`src/rtl/abp_pkg.sv`:
```
// Shared definitions for the Alternating Bit Protocol sender and receiver.
package abp_pkg;

    typedef enum logic [1:0] {
        IDLE     = 2'd0,
        SEND     = 2'd1,
        WAIT_ACK = 2'd2
    } abp_tx_state_t;

    // Packet layout: 8 payload bytes (little-endian) followed by one header byte.
    localparam int unsigned ABP_PKT_BYTES   = 9;
    localparam int unsigned ABP_HDR_IDX     = 8;
    localparam int unsigned ABP_SEQ_BIT_POS = 0;
    localparam int unsigned ABP_IDX_W       = 4;

    // Header byte carrying the sequence bit; all other bits are zero.
    function automatic logic [7:0] abp_hdr_byte(input logic seq);
        logic [7:0] b;
        b = 8'h00;
        b[ABP_SEQ_BIT_POS] = seq;
        return b;
    endfunction

endpackage

```
`src/rtl/abp_tx_serializer.sv`:
```
// Holds the payload and sequence bit of the packet in flight and walks the
// byte index on stream handshakes. load captures a new packet, restart rewinds
// to byte 0 for a retransmission of the same packet.
module abp_tx_serializer
    import abp_pkg::*;
(
    input  logic        aclk,
    input  logic        aresetn,
    input  logic        i_load,
    input  logic [63:0] i_value,
    input  logic        i_seq,
    input  logic        i_restart,
    input  logic        i_active,
    input  logic        i_tready,
    output logic [7:0]  o_tdata,
    output logic        o_tlast,
    output logic        o_pkt_done
);

    logic [63:0]          r_payload;
    logic                 r_seq;
    logic [ABP_IDX_W-1:0] r_idx;
    logic                 w_hs;
    logic                 w_at_hdr;

    assign w_hs     = i_active && i_tready;
    assign w_at_hdr = (r_idx == ABP_IDX_W'(ABP_HDR_IDX));

    // Capture payload and sequence bit when a new packet is loaded.
    always_ff @(posedge aclk or negedge aresetn) begin
        if (!aresetn) begin
            r_payload <= 64'h0;
            r_seq     <= 1'b0;
        end else if (i_load) begin
            r_payload <= i_value;
            r_seq     <= i_seq;
        end
    end

    // Byte index: rewinds on load/restart, advances on each non-final handshake.
    always_ff @(posedge aclk or negedge aresetn) begin
        if (!aresetn) begin
            r_idx <= '0;
        end else if (i_load || i_restart) begin
            r_idx <= '0;
        end else if (w_hs && !w_at_hdr) begin
            r_idx <= r_idx + 1'b1;
        end
    end

    // Byte mux: payload bytes low-first, then the header.
    always_comb begin
        o_tdata = r_payload[{r_idx[2:0], 3'b000} +: 8];
        if (w_at_hdr) begin
            o_tdata = abp_hdr_byte(r_seq);
        end
    end

    assign o_tlast    = i_active && w_at_hdr;
    assign o_pkt_done = w_hs && w_at_hdr;

endmodule

```
`src/rtl/abp_sender_transmitter.sv`:
```
// ABP sender-side transmitter: serializes a 64-bit value as a 9-byte packet on
// an 8-bit AXI-Stream master and retransmits on timeout until the matching
// ack arrives. Optional retry limit enabled by ABP_TX_RETRY_LIMIT_EN.
module abp_sender_transmitter
    import abp_pkg::*;
#(
    parameter int unsigned TIMEOUT_CYCLES = 1024,
    parameter int unsigned CNT_WIDTH      = 16,
    parameter int unsigned MAX_RETRIES    = 8
) (
    input  logic                 aclk,
    input  logic                 aresetn,
    input  logic                 send_valid,
    output logic                 send_ready,
    input  logic [63:0]          send_value,
    output logic                 m_axis_tvalid,
    input  logic                 m_axis_tready,
    output logic                 m_axis_tlast,
    output logic [7:0]           m_axis_tdata,
    input  logic                 ack_valid,
    input  logic                 ack_bit,
    output logic                 seq_bit,
    output logic                 busy,
    output logic                 done,
    output logic [CNT_WIDTH-1:0] retx_count,
    output logic                 error
);

`ifdef ABP_TX_RETRY_LIMIT_EN
    localparam bit RetryLimitEn = 1'b1;
`else
    localparam bit RetryLimitEn = 1'b0;
`endif

    abp_tx_state_t        r_state;
    abp_tx_state_t        w_state_next;
    logic                 r_seq_bit;
    logic [CNT_WIDTH-1:0] r_timer;
    logic [CNT_WIDTH-1:0] r_retx;
    logic                 r_done;
    logic                 w_load;
    logic                 w_restart;
    logic                 w_pkt_done;
    logic                 w_ack_match;
    logic                 w_timeout;
    logic                 w_give_up;

    assign w_ack_match = (r_state == WAIT_ACK) && ack_valid && (ack_bit == r_seq_bit);
    assign w_timeout   = (r_state == WAIT_ACK) && (r_timer == CNT_WIDTH'(TIMEOUT_CYCLES - 1));
    assign w_give_up   = RetryLimitEn && w_timeout && (r_retx == CNT_WIDTH'(MAX_RETRIES));

    abp_tx_serializer u_serializer (
        .aclk       (aclk),
        .aresetn    (aresetn),
        .i_load     (w_load),
        .i_value    (send_value),
        .i_seq      (r_seq_bit),
        .i_restart  (w_restart),
        .i_active   (m_axis_tvalid),
        .i_tready   (m_axis_tready),
        .o_tdata    (m_axis_tdata),
        .o_tlast    (m_axis_tlast),
        .o_pkt_done (w_pkt_done)
    );

    // State register.
    always_ff @(posedge aclk or negedge aresetn) begin
        if (!aresetn) begin
            r_state <= IDLE;
        end else begin
            r_state <= w_state_next;
        end
    end

    // Next-state and control strobes; a matching ack beats a same-cycle timeout.
    always_comb begin
        w_state_next = r_state;
        w_load       = 1'b0;
        w_restart    = 1'b0;
        unique case (r_state)
            IDLE: begin
                if (send_valid) begin
                    w_load       = 1'b1;
                    w_state_next = SEND;
                end
            end
            SEND: begin
                if (w_pkt_done) begin
                    w_state_next = WAIT_ACK;
                end
            end
            WAIT_ACK: begin
                if (w_ack_match) begin
                    w_state_next = IDLE;
                end else if (w_give_up) begin
                    w_state_next = IDLE;
                end else if (w_timeout) begin
                    w_restart    = 1'b1;
                    w_state_next = SEND;
                end
            end
            default: w_state_next = IDLE;
        endcase
    end

    // Timeout timer: cleared as the packet completes, counts while awaiting the ack.
    always_ff @(posedge aclk or negedge aresetn) begin
        if (!aresetn) begin
            r_timer <= '0;
        end else if (w_pkt_done) begin
            r_timer <= '0;
        end else if (r_state == WAIT_ACK) begin
            r_timer <= r_timer + 1'b1;
        end
    end

    // Retransmission counter, saturating at all-ones.
    always_ff @(posedge aclk or negedge aresetn) begin
        if (!aresetn) begin
            r_retx <= '0;
        end else if (w_load) begin
            r_retx <= '0;
        end else if (w_restart && (r_retx != '1)) begin
            r_retx <= r_retx + 1'b1;
        end
    end

    // Sequence bit toggles and done pulses on the matching ack.
    always_ff @(posedge aclk or negedge aresetn) begin
        if (!aresetn) begin
            r_seq_bit <= 1'b0;
            r_done    <= 1'b0;
        end else begin
            r_done <= w_ack_match;
            if (w_ack_match) begin
                r_seq_bit <= ~r_seq_bit;
            end
        end
    end

`ifdef ABP_TX_RETRY_LIMIT_EN
    logic r_error;

    // Sticky error on giving up; a new acceptance clears it.
    always_ff @(posedge aclk or negedge aresetn) begin
        if (!aresetn) begin
            r_error <= 1'b0;
        end else if (w_load) begin
            r_error <= 1'b0;
        end else if (w_give_up) begin
            r_error <= 1'b1;
        end
    end

    assign error = r_error;
`else
    assign error = 1'b0;
`endif

    assign send_ready    = (r_state == IDLE);
    assign busy          = (r_state != IDLE);
    assign m_axis_tvalid = (r_state == SEND);
    assign seq_bit       = r_seq_bit;
    assign done          = r_done;
    assign retx_count    = r_retx;

endmodule

```
`config.mk`:
```
export PLATFORM = sky130hd
export DESIGN_NAME = abp_sender_transmitter
export DESIGN_NICKNAME = d
export VERILOG_FILES = /design/src/rtl/abp_pkg.sv /design/src/rtl/abp_tx_serializer.sv /design/src/rtl/abp_sender_transmitter.sv
export SDC_FILE = /design/constraint.sdc
export NUM_CORES = 1
export LEC_CHECK = 0
export CORE_ASPECT_RATIO = 1.5
export CORE_MARGIN = 5
export CORE_UTILIZATION = 37
export CTS_CLUSTER_DIAMETER = 60
export DETAILED_ROUTE_END_ITERATION = 12
export GPL_ROUTABILITY_DRIVEN = 0
export PLACE_DENSITY_LB_ADDON = 0.15
export SYNTH_ARGS = -nofsm -noshare
export SYNTH_HDL_FRONTEND = slang
export SYNTH_SLANG_ARGS = --single-unit
```
`constraint.sdc`:
```
create_clock -name aclk -period 6.35 [get_ports aclk]
set_input_delay 1.27 -clock aclk [delete_from_list [all_inputs] [get_ports aclk]]
set_output_delay 1.27 -clock aclk [all_outputs]
set_load 0.05 [all_outputs]
```
; ---- Yosys cells after proc, flatten, opt, wreduce, memory -nomap -nowiden
; Cells that the tools add are included.
[word_totals]
ff_bits = 105
out_inout_bits = 31
elab_cells = 55
[op_classes]
n_addsub = 3
eq_ne = 9
shifts = 1
mux = 17
bitwise = 1
n_reduce_logical = 16
[ops]
columns = cell, count
row1 = 16-bit two-way mux, 4
row2 = 64-bit by 7-bit variable part select with 8-bit output, 1
row3 = 16-bit by 1-bit adder with 16-bit output (second input constant), 2
row4 = 16-bit by 10-bit == test with 1-bit output (second input constant), 1
row5 = 16-bit inequality test (second input constant), 1
row6 = 1-bit logical AND, 8
row7 = 2-bit two-way mux, 4
row8 = 4-bit two-way mux, 2
row9 = 8-bit two-way mux, 1
row10 = 2-bit nonzero test, 4
row11 = 2-bit one-hot mux with 3 select lines, 1
row12 = 1-bit two-way mux, 5
row13 = 4-bit by 1-bit adder with 4-bit output (second input constant), 1
row14 = 4-bit == test (second input constant), 1
row15 = 2-bit inequality test (second input constant), 2
row16 = 3-bit inequality test (second input constant), 1
row17 = 3-bit AND reduction, 1
row18 = 2-bit by 1-bit == test with 1-bit output (second input constant), 1
row19 = 2-bit == test (second input constant), 1
row20 = 2-bit zero test, 1
row21 = 1-bit == test, 1
row22 = 1-bit zero test, 1
row23 = 1-bit logical OR, 1
row24 = 1-bit inverter, 1

; ---- Depth between registers and ports, before layout
; Gate-level depths: netlist (run 1).
[logic_depth]
word_depth = 8
mapped_depth = 9

; ---- By module
; Synthesis (run 1) repeated with hierarchy kept, for this count alone.
[hier_totals]
cells_unflattened = 411
area_unflattened_um2 = 5139.9
[modules_own_cells]
columns = mod, instances, cells_each, area_each_um2, seq_area_each_um2
row1 = abp_tx_serializer, 1, 201, 3169.3, 1726.7
row2 = abp_sender_transmitter, 1, 210, 1970.6, 900.9

; ---- Worst setup path before layout (run 1)
; OpenSTA, ideal clock, no wires.
[synth_timing]
path_kind = reg2out
startpoint = register u_serializer.r_idx[0]
endpoint = output port m_axis_tdata[0]
arrival_time_ns = 2.505
required_time_ns = 5.080
setup_slack_ns = 2.575
stages_incl_launch_ff = 8
n_path_buf = 2
path_cell_list = dfrtp_1 buf_2 buf_2 inv_1 ha_1 nand2_1 mux2i_1 o21ai_0
[synth_between]
elab_chain_len = 2
elab_cells_between_ends = 3
classes_between = 1 x eq/ne / 1 x shift / 1 x mux
[synth_rtl]
columns = item, line
row1 = start: declaration, abp_tx_serializer.sv:22  ; logic [ABP_IDX_W-1:0] r_idx;
row2 = start signal: assignment, abp_tx_serializer.sv:47  ; r_idx <= r_idx + 1'b1;
row3 = 64-bit by 7-bit variable part select with 8-bit output or 4-bit == test (tied branches), "abp_tx_serializer.sv:53, abp_tx_serializer.sv:27"
row4 = 8-bit two-way mux *, abp_tx_serializer.sv:54  ; if (w_at_hdr) begin
row5 = end: declaration, abp_sender_transmitter.sv:19  ; output logic [7:0] m_axis_tdata,
; Mark *: on every way between the ends. The rest lies on a longest branch, timed or not.

; ---- Worst setup path after layout (run 1)
[layout_timing]
startpoint = register u_serializer.r_idx[0]
endpoint = output port m_axis_tdata[1]
; Same word-level chain as after synthesis.

==> results.toml, run 1 <==
[route]
wire_per_inst_um = 16.07
drt-vias-per-instance = 5.048
num_vias = 3978
drt-total-wl_um = 12660
postRouteAntennaNets = 0
drt_iter0_drc = 142
drcViolationCount = 0
drtPass1Iterations = 4

[layout]
fin_util_pct = 47.78
final_layout_size_suffix_gt1_share_pct = 6.390
fill_cells = 1336
syn_to_final_growth_pct = 28.01
diodes = 0
final_nets = 695

[clocking]
htree_levels = 3
cts.sinks = 105
cts_resized = 0
clockBufferDepth = 2
cts_setup_buffers = 0
clkTransAtPathRegs_ps = 70
cts_tree = "built"
cts-root-buf = "clkbuf_16"
cts_hold_buf = 0
cts_inserted_buffers = 9
clock_latency_ps = 340

[die]
num_rows = 52
num_io_pins = 101
dieArea_um2 = 15990
core_area_um2 = 13400
dieWidth_um = 104.9
start_util_pct = 37.32
die_y_um = 152.4

[synthesis]
synth_area_leaders = "dfrtp_1 (53%), nand2_1 (16%), mux4_2 (7.2%)"
synth_top_flop_cell = "dfrtp_1"
yosys_warnings = 0
seq_area_frac_synth_pct = 52.53
netlist_area_um2 = 5002
ys_seq_elements = 105
yosysTopAreaCellShare_pct = 52.53
yosysTopAreaCell = "dfrtp_1"
synth_cells = 535
syn-num-nets = 609
ys_types = 40
synth-async-reset-ratio_pct = 100.0
synth-edff-count = 0
synth.avg_cell_area_um2 = 9.350

[global_routing]
grt_pass1_vias = 4266
gr-total-overflow = 0
grt_pass1_wl_um = 21180
grt_use_total_pct = 16.16
antenna_found_initial = 0
grt_max_degree = 79

[timing]
fin_crit_sh_pct = 74.10
fmax_mhz = 212.5
tightest_slew_ps = 1029
finClkSkew_ps = 9.538
slew_headroom_pct = 31.42
finalHoldViolCount = 0
final.min_clock_period_ps = 4706
rsz0062_at_grt = "no"
fin_tns_setup_ps = 0
finalMaxSlewViolations = 0
setup-violations-final = 0
whs_ps = 474.3

[critical_path]
cp.required_ps = 5080
crit_type = "reg2out"
critPathLaunchType = "flop"
arrival_ps = 3440
critPathMaxFanout = 19
end_kind = "output pin"

[place]
hpwlAfterDp_um = 9191
port_buffers = 99

[status]
outcome = "finished clean"

[power_and_ir_drop]
ir_worst_vdd_v = 0.0003983
power.leakage_uw = 0.002909
power_density_nw_per_um2 = 424.5

[min_path]
hold_class = "reg2reg"

[flow_run]
drv_cap = 0
==> critical path, cell delays in order (launching register included) <==
cell             delay (ps)
dfrtp_1                1020
inv_1                   170
ha_1                    290
a21oi_1                 530
a22o_1                  260
clkdlybuf4s50_1         820
==> where the power goes <==
part	leakage, uW	internal (uW)	total (uW)	switching [uW]
combinational	0.00143	463	1020	561
sequential	0.00134	906	1140	235
clock	0.000137	309	553	244
==> kinds of logic (layout without fill, tap and decap cells) <==
| logic type | after synthesis | after routing | synth area share (%) |
|---|---|---|---|
| simple gates | 309 | 309 | 27.06 |
| flops | 105 | 105 | 52.53 |
| compound gates | 44 | 44 | 5.303 |
| buf+inv | 34 | 125 | 2.851 |
| mux | 21 | 21 | 8.204 |
| xor+xnor | 17 | 17 | 2.976 |
| fa+ha+maj | 4 | 4 | 1.001 |
| other cells | 1 | 1 | 0.07497 |
==> stage by stage <==
stage | std cells | power, uW | cell area (um2) | setup WS, ps
final | 788 | 2718 | 6404 | 1644
after floorplan | 535 | 1829 | 5002 | 2575
after global placement | 772 | 2170 | 6108 | 2126
after detailed placement | 772 | 2191 | 6108 | 1970
after CTS | 788 | 2762 | 6404 | 1582
after global routing | 788 | 2912 | 6404 | 1320
==> final timing paths <==
check,from,endpoint,slack [ps],cells past startpoint
setup / recovery,u_serializer.r_idx[0],m_axis_tdata[1],1640,5
hold / removal,u_serializer.r_payload[1],u_serializer.r_payload[1],470,2
max in group asynchronous,aresetn,u_serializer.r_idx[3],4220,2
hold reg to reg,u_serializer.r_payload[1],u_serializer.r_payload[1],470,2
min in group asynchronous,aresetn,retx_count[6],920,1
setup reg to reg,u_serializer.r_idx[0],r_timer[11],3570,7
==> cell usage in the layout (no fill, tap or decap), types with 7 or more instances in the layout <==
master / n
a22o_1: 7
nand3_1: 18
nand4_1: 13
nand2_1: 212
dfrtp_1: 105
inv_1: 7
clkbuf_16: 9
xor2_1: 10
clkdlybuf4s50_1: 98
xnor2_1: 7
or3_1: 9
mux4_2: 16
o21ai_0: 8
nor2_1: 23
a21oi_1: 15
==> cell usage after synthesis, types with 6 or more instances <==
| cell | number |
|---|---|
| nand4_1 | 13 |
| xnor2_1 | 7 |
| clkbuf_1 | 20 |
| dfrtp_1 | 105 |
| inv_1 | 7 |
| o21ai_0 | 8 |
| and3_1 | 6 |
| nand2_1 | 213 |
| or3_1 | 9 |
| a22o_1 | 7 |
| nor3_1 | 6 |
| xor2_1 | 10 |
| nand3_1 | 18 |
| mux4_2 | 16 |
| a21oi_1 | 15 |
| nor2_1 | 23 |
==> registers in the layout (all words and copies together) (netlist names) <==
| name | count |
|---|---|
| done | 1 |
| r_timer | 16 |
| r_state | 2 |
| retx_count | 16 |
| u_serializer.r_idx | 4 |
| u_serializer.r_seq | 1 |
| u_serializer.r_payload | 64 |
| seq_bit | 1 |
==> per-layer routing <==
metal  global-route usage [%]  vias to the layer above  share of wire (%)
met5                        0                        -                  0
met4                    4.509                        0                1.8
met3                    3.391                       13                3.8
met2                    29.01                       84                 53
met1                    19.36                     1917                 41
li1                         -                     1964                  -
==> final cells by class <==
cell class	count	area (um2)	share of cell area [%]
flip-flops and latches	105	2628	41.03
clock inverters	5	62.56	0.9769
clock buffers	11	232.7	3.634
inverters	7	26.28	0.4103
well taps	162	202.7	3.165
repair buffers	102	1011	15.79
multi-input cells	396	2241	34.99
Power figures use the tool's default switching activity.
==> inputs of run 2 (changes only) <==
clock period = 4.47 ns   (was 6.35 ns; I/O delays follow)
==> results.toml, run 2 (synthesis results as in run 1) <==
[clocking]
clockBufferDepth = 2
clkTransAtPathRegs_ps = 60
cts_setup_buffers = 0
htree_levels = 3
cts_resized = 0
clock_latency_ps = 340
cts.sinks = 105
cts_inserted_buffers = 9
cts_tree = "built"
cts_hold_buf = 0
cts-root-buf = "clkbuf_16"

[global_routing]
grt_pass1_vias = 4217
use_met3_pct = 3.179
grt_max_degree = 81
grt_use_total_pct = 16.18
grt_pass1_wl_um = 21020
antenna_found_initial = 0
gr-total-overflow = 0
top_usage_layer = "met2"
grt.met1_usage_pct = 19.41
use_met2_pct = 28.74

[critical_path]
critPathMaxFanout = 7
crit_path_cell_trace = "inv_1 > ha_1 > a21oi_1 > a22o_1 > clkdlybuf4s50_1"
end_kind = "output pin"
cp.required_ps = 3580
path_buf_inv = 2
arrival_ps = 2780
crit_family = "buffers and inverters"
ff2ff_path_depth = 5
slowest_delay_ps = 810
crit_slowest_cell = "clkdlybuf4s50_1"
crit_type = "reg2out"
critPathLaunchType = "flop"
path_depth = 5

[die]
start_util_pct = 37.32
dieWidth_um = 104.9
dieArea_um2 = 15990
die_y_um = 152.4
core_area_um2 = 13400
num_io_pins = 101
num_rows = 52

[min_path]
hold_class = "reg2reg"
holdPathStages = 2

[flow_run]
drv_cap = 0

[power_and_ir_drop]
comb_power_share_pct = 39.9
power_density_nw_per_um2 = 593.8
switching_power_uw = 1465
power.leakage_uw = 0.002909
switching_share_pct = 38.60
p_int_uw = 2330
seq_power_share_pct = 41.3
clkPwrFrac_pct = 18.9
ir_worst_vdd_v = 0.0005922

[route]
drt-total-wl_um = 12660
drt_iter0_drc = 119
drcViolationCount = 0
num_vias = 4016
drtPass1Iterations = 4
wire_per_inst_um = 16.01
postRouteAntennaNets = 0
drt-vias-per-instance = 5.077

[timing]
setup-violations-final = 0
final.min_clock_period_ps = 3675
finalHoldViolCount = 0
finClkSkew_ps = 10.27
tightest_slew_ps = 1040
rsz0062_at_grt = "no"
finalMaxSlewViolations = 0
fin_ws_ps = 794.6
fin_tns_setup_ps = 0
fin_crit_sh_pct = 82.22
slew_headroom_pct = 30.65
fmax_mhz = 272.1

[place]
port_buffers = 99
place_ws_ps = 1143
hpwlAfterDp_um = 9221

[layout]
largest_register_ffs = 64
final_cell_mix = "nand2_1 (212), dfrtp_1 (105), clkdlybuf4s50_1 (98)"
regMostFlops = "u_serializer.r_payload"
fill_cells = 1315
final_nets = 698
final_layout_size_suffix_gt1_share_pct = 6.677
layout_commonest_cell = "nand2_1"
register_area_um2 = 2628
syn_to_final_growth_pct = 27.76
diodes = 0
multi_input_area_um2 = 2236

[status]
outcome = "finished clean"
## run 2: cell count changes in the layout (fill, tap and decap cells not counted)
cell,change
clkinv_2,+2
nor3_2,-1
bufinv_16,-1
nor3_1,+1
buf_4,+3
clkinvlp_4,+1
inv_6,-2
## run 2: final timing paths
path                                               to  slack (ps)                        from
setup / recovery                      m_axis_tdata[2]         790       u_serializer.r_idx[0]
hold / removal             u_serializer.r_payload[23]         470  u_serializer.r_payload[23]
setup reg to reg                       retx_count[13]        1800                 r_timer[12]
hold reg to reg            u_serializer.r_payload[23]         470  u_serializer.r_payload[23]
max in group asynchronous   u_serializer.r_payload[0]        2780                     aresetn
min in group asynchronous               retx_count[6]         720                     aresetn
## run 2: power groups by stage
stage	clock, uW	sequential, uW	combinational (uW)
after floorplan	0	1450	1140
after global placement	0	1590	1510
after detailed placement	0	1590	1530
after CTS	737	1570	1540
after global routing	777	1610	1670
final	717	1570	1510
## run 2: final cells by class
class,count,share of cell area [%]
Sequential cell,105,41.11
Multi-Input combinational cell,396,34.98
Timing Repair Buffer,105,16.17
Clock buffer,11,3.641
Tap cell,162,3.171
Clock inverter,5,0.5090
Inverter,7,0.4111
## run 2: through the flow
stage / instance area, um2 / power (uW) / cells / util (%) / hold WS [ps]
after global routing: 6391 / 4054 / 791 / 47.68 / 495.3
after detailed placement: 6126 / 3122 / 775 / 45.71 / 458.8
final: 6391 / 3795 / 791 / 47.68 / 473.1
after floorplan: 5002 / 2599 / 535 / - / 440.3
after global placement: 6126 / 3095 / 775 / 45.71 / 456.1
after CTS: 6391 / 3853 / 791 / 47.68 / 475.3
## run 2: layer usage
layer / up-vias / part of all wire, % / wire length (um)
met5: - / 0 / 0
li1: 1974 / - / -
met1: 1934 / 40 / 5096
met3: 11 / 4.3 / 546
met4: 0 / 1.6 / 205
met2: 97 / 54 / 6813
## run 2: worst min-delay path: stages, from the launching register on
cell     delay (ps)
dfrtp_1         340
nand2_1          50
nand2_1          50
==> inputs of run 3 (changes only) <==
clock period = 3 ns   (was 4.47 ns; I/O delays follow)
==> results.toml, run 3 (synthesis results as in run 1) <==
[critical_path]
crit_slowest_cell = "dfrtp_1"
arrival_ps = 2060
crit_type = "reg2out"
path_buf_inv = 2
critPathLaunchType = "flop"
slowest_delay_ps = 570
worstReg2RegEnd = "retx_count[6]"
crit_family = "flip-flops"
critPathMaxFanout = 11
regToRegSetupSlack_ps = 500
r2r-start = "r_timer[0]"
end_kind = "output pin"
crit_path_cell_trace = "buf_4 > mux4_2 > mux2i_1 > o21ai_1 > buf_12"
cp.required_ps = 2400
ff2ff_path_depth = 7

[timing]
fin_tns_setup_ps = 0
slew_headroom_pct = 53.30
fin_ws_ps = 339.3
tightest_slew_ps = 700.5
setup-violations-final = 0
finalMaxSlewViolations = 0
fin_crit_sh_pct = 88.69
fmax_mhz = 375.8
final.min_clock_period_ps = 2661
finClkSkew_ps = 11.44
rsz0062_at_grt = "no"
finalHoldViolCount = 0

[route]
num_vias = 3994
wire_per_inst_um = 15.49
drtPass1Iterations = 4
drt-vias-per-instance = 5.018
drcViolationCount = 0
drt_iter0_drc = 191
postRouteAntennaNets = 0
drt-total-wl_um = 12330

[clocking]
htree_levels = 3
clock_latency_ps = 350
clkTransAtPathRegs_ps = 80
cts_setup_buffers = 0
cts_inserted_buffers = 9
cts-root-buf = "clkbuf_16"
clockBufferDepth = 2
cts_tree = "built"
cts.sinks = 105

[die]
dieWidth_um = 104.9
die_y_um = 152.4
num_io_pins = 101
core_area_um2 = 13400
start_util_pct = 37.32
dieArea_um2 = 15990
num_rows = 52

[place]
dp.cells = 780
hpwlAfterDp_um = 8895
post_dp_cell_area_um2 = 6279
port_buffers = 99
place_ws_ps = 320.3

[layout]
final_nets = 703
layout_commonest_cell = "nand2_1"
diodes = 0
final_cell_mix = "nand2_1 (212), dfrtp_1 (105), clkdlybuf4s50_1 (89)"
stdcell_count = 796
final_area_um2 = 6574
fin_util_pct = 49.05
syn_to_final_growth_pct = 31.42
regMostFlops = "u_serializer.r_payload"
largest_register_ffs = 64
final_layout_size_suffix_gt1_share_pct = 9.306

[power_and_ir_drop]
p_int_uw = 3796
switching_share_pct = 37.57
power.leakage_uw = 0.003012
ir_worst_vdd_v = 0.001148
power_density_nw_per_um2 = 924.9
comb_power_share_pct = 43.9
switching_power_uw = 2284
clkPwrFrac_pct = 18.8
seq_power_share_pct = 37.2

[status]
outcome = "finished clean"

[global_routing]
grt_pass1_wl_um = 20980
grt_pass1_vias = 4245
gr-total-overflow = 0
antenna_found_initial = 0
grt_use_total_pct = 16.07
grt_max_degree = 53

[flow_run]
drv_cap = 0

[min_path]
hold_class = "in2async"
==> run 3: worst max path at each step <==
stage                      end                  start  slack (ps)  depth (start not counted)
2_1_floorplan     m_axis_tlast  u_serializer.r_idx[0]         140                          6
3_3_place_gp     retx_count[3]                ack_bit         420                          7
3_5_place_dp     retx_count[6]                ack_bit         320                          7
4_1_cts        m_axis_tdata[6]  u_serializer.r_idx[1]         180                          5
5_1_grt        m_axis_tdata[6]  u_serializer.r_idx[1]         220                          5
6_report       m_axis_tdata[0]  u_serializer.r_idx[1]         340                          5
==> run 3: what timing repair did <==
action / 4_1_cts / 5_1_grt
setup endpoints to repair: 0 / 1
endpoints found under the hold margin: 0 / 0
hold buffers: 0 / 0
gates resized for setup: 0 / 1
==> run 3: power groups by stage <==
stage | Clock, uW | Combinational, uW | Sequential, uW
global placement | 0 | 2670 | 2260
CTS | 1170 | 2720 | 2260
detailed placement | 0 | 2700 | 2280
global route | 1230 | 2920 | 2340
floorplan | 0 | 1710 | 2170
finish | 1150 | 2670 | 2260
==> run 3: final cells by class <==
cell class / instances / area [um2]
Timing Repair Buffer: 110 / 1186
Clock inverter: 5 / 38.79
Clock buffer: 11 / 252.7
Sequential cell: 105 / 2628
Inverter: 7 / 26.28
Tap cell: 162 / 202.7
Multi-Input combinational cell: 396 / 2240
Fill cell: 1296 / 6829
==> run 3: metal layers <==
layer | track usage (%) | vias up | share of wire [%] | wire [um]
met3 | 2.967 | 12 | 3.6 | 438
met1 | 20.45 | 1920 | 43 | 5300
met5 | 0 | - | 0 | 0
met4 | 5.241 | 0 | 1.9 | 229
met2 | 27.45 | 78 | 52 | 6361
li1 | - | 1984 | - | -
==> run 3: metrics by stage <==
stage,hold slack (ps),total power [uW]
detailed placement,458.8,4984
CTS,309.5,6158
finish,288.1,6080
global placement,454.5,4933
floorplan,304.4,3874
global route,339.7,6487
